[src/rtl/mux_serializer_pkg.sv]
// Shared widths and state encoding for the mux-based parallel-to-serial stage.
package mux_serializer_pkg;

    localparam int SEL_W  = 3;
    localparam int WORD_W = 8;

    typedef enum logic {
        ST_IDLE  = 1'b0,
        ST_SHIFT = 1'b1
    } state_t;

endpackage

[src/rtl/mux8to1.sv]
// Team 8:1 multiplexer: Y is the data bit I[S].
module mux8to1 (
    input  logic [7:0] I,
    input  logic [2:0] S,
    output logic       Y
);

    assign Y = I[S];

endmodule

[src/rtl/mux_serializer.sv]
// Parallel-in/serial-out stage: holds a word on the 8:1 mux inputs and walks
// the select through all positions, with valid/ready on both sides.
module mux_serializer
    import mux_serializer_pkg::*;
#(
    parameter bit LSB_FIRST = 1'b1,
    parameter int SEL_W     = mux_serializer_pkg::SEL_W
) (
    input  logic              clk,
    input  logic              rst_n,
    input  logic [WORD_W-1:0] in_data,
    input  logic              in_valid,
    output logic              in_ready,
    output logic              ser_bit,
    output logic              ser_valid,
    input  logic              ser_ready,
    output logic              ser_first,
    output logic              ser_last,
    output logic [SEL_W-1:0]  sel,
    output logic              busy
);

    localparam logic [SEL_W-1:0] START_SEL = LSB_FIRST ? '0 : '1;
    localparam logic [SEL_W-1:0] END_SEL   = LSB_FIRST ? '1 : '0;

    state_t             state_q, state_d;
    logic [WORD_W-1:0]  hold_q, hold_d;
    logic [SEL_W-1:0]   sel_q, sel_d;
    logic               bit_accept;

    assign ser_valid  = (state_q == ST_SHIFT);
    assign busy       = ser_valid;
    assign ser_first  = ser_valid && (sel_q == START_SEL);
    assign ser_last   = ser_valid && (sel_q == END_SEL);
    assign bit_accept = ser_valid && ser_ready;
    assign sel        = sel_q;

    // The last-bit accept doubles as an input slot so back-to-back words have no bubble.
    assign in_ready = (state_q == ST_IDLE) || (ser_last && ser_ready);

    always_ff @(posedge clk or negedge rst_n) begin
        if (!rst_n) begin
            state_q <= ST_IDLE;
            hold_q  <= '0;
            sel_q   <= START_SEL;
        end else begin
            state_q <= state_d;
            hold_q  <= hold_d;
            sel_q   <= sel_d;
        end
    end

    always_comb begin
        state_d = state_q;
        hold_d  = hold_q;
        sel_d   = sel_q;
        unique case (state_q)
            ST_IDLE: begin
                if (in_valid) begin
                    hold_d  = in_data;
                    sel_d   = START_SEL;
                    state_d = ST_SHIFT;
                end
            end
            ST_SHIFT: begin
                if (bit_accept) begin
                    if (!ser_last) begin
                        sel_d = LSB_FIRST ? sel_q + SEL_W'(1) : sel_q - SEL_W'(1);
                    end else if (in_valid) begin
                        hold_d = in_data;
                        sel_d  = START_SEL;
                    end else begin
                        sel_d   = START_SEL;
                        state_d = ST_IDLE;
                    end
                end
            end
            default: state_d = ST_IDLE;
        endcase
    end

    mux8to1 u_mux (
        .I(hold_q),
        .S(sel_q[2:0]),
        .Y(ser_bit)
    );

endmodule

[config.mk]
export PLATFORM = sky130hd
export DESIGN_NAME = mux_serializer
export DESIGN_NICKNAME = d
export VERILOG_FILES = /design/src/rtl/mux_serializer_pkg.sv /design/src/rtl/mux8to1.sv /design/src/rtl/mux_serializer.sv
export SDC_FILE = /design/constraint.sdc
export NUM_CORES = 1
export LEC_CHECK = 0
export CAP_MARGIN = 20
export CELL_PAD_IN_SITES_DETAIL_PLACEMENT = 0
export CELL_PAD_IN_SITES_GLOBAL_PLACEMENT = 1
export CORE_UTILIZATION = 35
export CTS_CLUSTER_SIZE = 30
export DETAILED_ROUTE_END_ITERATION = 8
export PLACE_DENSITY_LB_ADDON = 0.25
export SYNTH_ARGS = -nofsm -noshare
export SYNTH_HDL_FRONTEND = slang
export SYNTH_SLANG_ARGS = --single-unit
[constraint.sdc]
create_clock -name clk -period 2.15 [get_ports clk]
set_input_delay 0.3225 -clock clk [delete_from_list [all_inputs] [get_ports clk]]
set_output_delay 0.3225 -clock clk [all_outputs]
set_load 0.005 [all_outputs]
---- Yosys cells after proc, flatten, opt, wreduce, memory -nomap -nowiden ----
Cells that the tools add are included.
operators by class
  $add $sub $neg .......................... 1
  multiply operators ...................... 0
  div/mod/pow operators ................... 0
  order comparisons ....................... 1
  equality and inequality tests ........... 4
  shifts and indexed selects .............. 0
  multiplexer cells ....................... 14
  bitwise gates (word level) .............. 1
  reduce and logical (&&, ||, !) cells .... 8
operators with widths
  kind                 number
  $mux 8               3
  $pmux 8 s2           1
  $mux 3               3
  $pmux 3 s2           1
  $logic_and 1x1->1    4
  $lt 3x4->1 const B   1
  $mux 1               4
  $ne 2x2->1 const B   2
  $reduce_and 2->1     2
  $add 3x1->3 const B  1
  $bmux 1 s3           1
  $eq 3x3->1 const B   1
  $logic_not 3->1      1
  $ne 2x1->1 const B   1
  $pmux 1 s2           1
  $logic_or 1x1->1     1
  $not 1->1            1
word-level totals
  bits in registers ....................... 12
  latch bits .............................. 0
  RAM bits ................................ 0
  ROM bits ................................ 0
  input bits .............................. 12
  output and inout bits ................... 9
  word-level logic and storage cells ...... 32
  memories ................................ 0

---- Longest topological paths before layout ----
  depth in word-level cells ............... 5
  depth in mapped cells ................... 5
  depth with buffers taken out ............ 5

---- Modules after synthesis ----
From an unflattened synthesis, not the netlist that was laid out.
unflattened totals
  cells, all modules ...................... 44
  area total of the unflattened synthesis .. 668.1 um^2
by module, submodules not included
  module          instances  cells an instance  area each (um^2)  seq. area each (um^2)
  mux_serializer  1          41                 604.3             300.3
  mux8to1         1          3                  63.8              0.0

---- Worst setup path after synthesis ----
Ideal clock, no wire load.
  path type ............................... register to register
  start point ............................. reg sel_q[0] (netlist: sel[0])
  end point ............................... reg hold_q[0]
  library setup time ...................... 0.125 ns
  data arrival time ....................... 1.512 ns
  required time ........................... 2.025 ns
  setup slack ............................. 0.513 ns
  stages on the path, launching flop included .. 6
  path buffers ............................ 0
  period minus slack after synthesis ...... 1.637 ns
  cell sequence ........................... dfrtp_1 ha_1 ha_1 a21bo_4 nand2_8 mux2_4
between the ends
  longest elaborated chain between the ends .. 4
RTL lines
  element                            RTL line              source
  from (decl)                        mux_serializer.sv:28  logic [SEL_W-1:0] sel_q, sel_d;
  from (signal assigned)             mux_serializer.sv:49  sel_q <= sel_d;
  $eq 3x3->1                         mux_serializer.sv:34  assign ser_last = ser_valid && (sel_q == END_SEL);
  $logic_and 1x1->1                  mux_serializer.sv:34
  $ne 2x2->1 (no source line)        --
  $reduce_and 2->1 (no source line)  --
  to (signal assigned)               mux_serializer.sv:48  hold_q <= hold_d;
  to (decl)                          mux_serializer.sv:27  logic [WORD_W-1:0] hold_q, hold_d;
No other way between the ends.
A chain may end at the register's enable or synchronous reset.

---- Worst setup path in the final report ----
  start point ............................. reg sel_q[0] (netlist: sel[0])
  end point ............................... out ser_last
between the ends
  longest elaborated chain between the ends .. 2
RTL lines
  element            RTL line              source
  $eq 3x3->1         mux_serializer.sv:34
  $logic_and 1x1->1  mux_serializer.sv:34
  to (decl)          mux_serializer.sv:18  output logic ser_last,
No other way between the ends.

==> summary.md <==
| Metric | Value |
|---|---|
| Register area | 302 um^2 |
| Vias in the first global route | 435 |
| Total wire length | 1070 um |
| Post-synth EDFFs | 0 |
| CTS Hold Buffers Added | 0 |
| Post-route cell area | 936 um^2 |
| DR WL/cell | 11.2 um |
| Non-Filler Instances | 95 |
| Crit path DAT | 1.71 ns |
| Worst skew pair latency | 0.27 ns |
| Longest Clk Path Bufs | 2 |
| Die X | 45.7 um |
| CP endpoint kind | primary output |
| IO buf count | 20 |
| Top cells by area, synth | dfrtp_1 (45%), mux2_4 (18%), ha_1 (5.6%) |
| 1st-iter DRT viols | 2 |
| Multi-input gate area | 335 um^2 |
| Final #Nets | 86 |
| R2R Setup Slk | 0.54 ns |
| DR DRC count | 0 |
| Utilization after layout | 53.0% |
| Netlist Area Pre-Place | 667 um^2 |
| WS Path Type | reg -> out |
| Rel. slew slack | 64.0% |
| CTS tree | yes |
| Antenna diodes | 0 |
| Worst-path clk slew | 0.08 ns |
| Die area | 2080 um^2 |
| CP Launch Type | flop |
| Worst Setup Slack, final | 0.121 ns |
| Final hold slack | 0.400 ns |
| Worst hold path class | in -> async |
| Cell row count | 15 |
| Seq cells post-synth | 12 |
| Area of the core | 1760 um^2 |
| Endpoints failing setup | 0 |
| Synth cell types | 20 |
| Status | completed |
| Post-route ant nets | 0 |
| Tmin final | 2.03 ns |
| Number of vias per cell | 4.55 |
| Worst-margin pin slew | 0.539 ns |
| Post-Place Cell Area | 887 um^2 |
| Post-synthesis cell count | 46 |
| Final hold violation count | 0 |
| Global-route wire length before repair | 1790 um |
| Total CTS buffers | 3 |
| Pwr dens | 1150 nW/um^2 |
| IO Count | 21 |
| Syn Nets | 61 |
| Share of post-route cells with drive strength above 1 | 32.9% |
| Initial Util | 37.8% |
| Pwr Total | 1.07 mW |
| Post-DP HPWL | 848 um |
| Gr ovfl total | 0 |
| GRT Total Usage | 12.6% |
| MaxCap Viol Count | 0 |
| DR vias | 432 |
| F_max | 493 MHz |
| TritonCTS Sinks | 12 |
| Place WS | 0.182 ns |
| Slew Limit Fails | 0 |
| Inst Count DP | 90 |
| Fin crit share | 94.4% |
| RSZ-0062 raised after global routing | false |
| Fraction of registers with async set or reset after synthesis | 100% |
| Chip height | 45.7 um |
| First drt pass iteration count | 2 |
| Required @ worst endpoint | 1.83 ns |
| Max FO, Critical Path | 4 |
| Depth of the CTS H-tree | 1 |
| Yosys top cell area share | 45.0% |
| RePlAce Congestion | 0.706 |
| Cell taking the most area after synthesis | dfrtp_1 |
| Seq/Total Area, Yosys | 45.0% |
| Filler cells | 163 |
| Root Buffer | clkbuf_4 |
| P&R area growth vs syn | 40.3% |
| Setup TNS Final | 0 ns |
| Pleak | 0.458 nW |
| Synth Flop Type | dfrtp_1 |
| Final Skew | 0.00674 ns |
| Largest net degree at the start of global routing | 13 |
| Initial antenna violation count | 0 |
| Worst vdd ir | 0.564 mV |
| Syn_area_per_cell | 14.5 um^2 |
| Synth Warn # | 0 |
-- per-layer routing --
layer  track usage [%]  up-vias  share of wire, %
li1                  -      214                 -
met2              18.0       14                46
met1              16.8      202                48
met3              2.38        2               5.2
met4              9.09        0              0.56
met5                 0        -                 0
-- kinds of logic (layout without fill, tap and decap cells) --
family	Yosys count	count (layout)	share of synthesized area (%)
muxes	11	11	26.8
AOI/OAI and AO/OA	5	5	7.69
adders and majority gates	3	3	5.63
buffers and inverters	5	29	4.50
and+or+nand+nor	10	10	10.3
DFF	12	12	45.0
-- worst paths after layout --
check / start / depth (start not counted) / to
worst max-delay path: sel[0]$_DFFE_PN0P_ / 4 / ser_last
worst min-delay path: rst_n / 1 / busy$_DFF_PN0_
worst max register to register: sel[0]$_DFFE_PN0P_ / 5 / hold_q[2]$_DFFE_PN0P_
worst min register to register: hold_q[2]$_DFFE_PN0P_ / 1 / hold_q[2]$_DFFE_PN0P_
max in group asynchronous: rst_n / 1 / sel[0]$_DFFE_PN0P_
min in group clk: hold_q[2]$_DFFE_PN0P_ / 1 / hold_q[2]$_DFFE_PN0P_
-- registers in the layout, summed over array words and instances (netlist names) --
register  cells
hold_q        8
sel           3
busy          1
-- synth_stat cells, types with 2 or more instances --
| master | n |
|---|---|
| dfrtp_1 | 12 |
| a32o_1 | 2 |
| ha_1 | 3 |
| nor2_1 | 2 |
| mux2_4 | 8 |
| inv_1 | 3 |
| nand2_1 | 3 |
-- critical path: stages, from the launching register on --
cell and delay, ns:
dfrtp_2 0.44, ha_1 0.21, ha_2 0.19, and2_2 0.17, clkdlybuf4s50_1 0.43
-- what timing repair did --
action | CTS | global route
buffers inserted | 1 | 0
resized for setup | 2 | 3
setup endpoints to repair | 3 | 2
pin swaps | 0 | 0
-- power breakdown --
group / leakage, nW / internal, mW / switching (mW)
combinational: 0.295 / 0.348 / 0.136
clock: 0.0210 / 0.103 / 0.0714
sequential: 0.142 / 0.327 / 0.0867
-- area by class of cell --
| type | instances | area share [%] |
|---|---|---|
| clock buffer | 4 | 3.88 |
| inverter | 3 | 1.20 |
| multi-input combinational | 29 | 35.8 |
| sequential | 12 | 32.2 |
| tap | 25 | 3.34 |
| timing repair buffer | 22 | 23.5 |
-- cell usage in the layout, fill, tap and decap left out --
| cell | synthesis | final |
|---|---|---|
| a32o_1 | 2 | 2 |
| or2b_1 | 1 | 1 |
| nor2_1 | 2 | 2 |
| mux4_2 | 1 | 2 |
| dlymetal6s2s_1 | 0 | 2 |
| inv_1 | 3 | 3 |
| clkbuf_8 | 0 | 1 |
| buf_4 | 1 | 2 |
| and3_2 | 1 | 1 |
| nand2_8 | 1 | 1 |
| mux2i_1 | 1 | 1 |
| o21ai_0 | 1 | 1 |
| a21bo_4 | 1 | 1 |
| dfrtp_2 | 0 | 1 |
| nand3b_1 | 1 | 1 |
| ha_2 | 0 | 1 |
| clkbuf_4 | 0 | 3 |
| ha_1 | 3 | 2 |
| a22o_2 | 1 | 1 |
| nand2_1 | 3 | 3 |
| clkdlybuf4s50_1 | 0 | 18 |
| mux2_4 | 8 | 8 |
| and2_2 | 1 | 1 |
| dfrtp_1 | 12 | 11 |
Power figures use the tool's default switching activity.
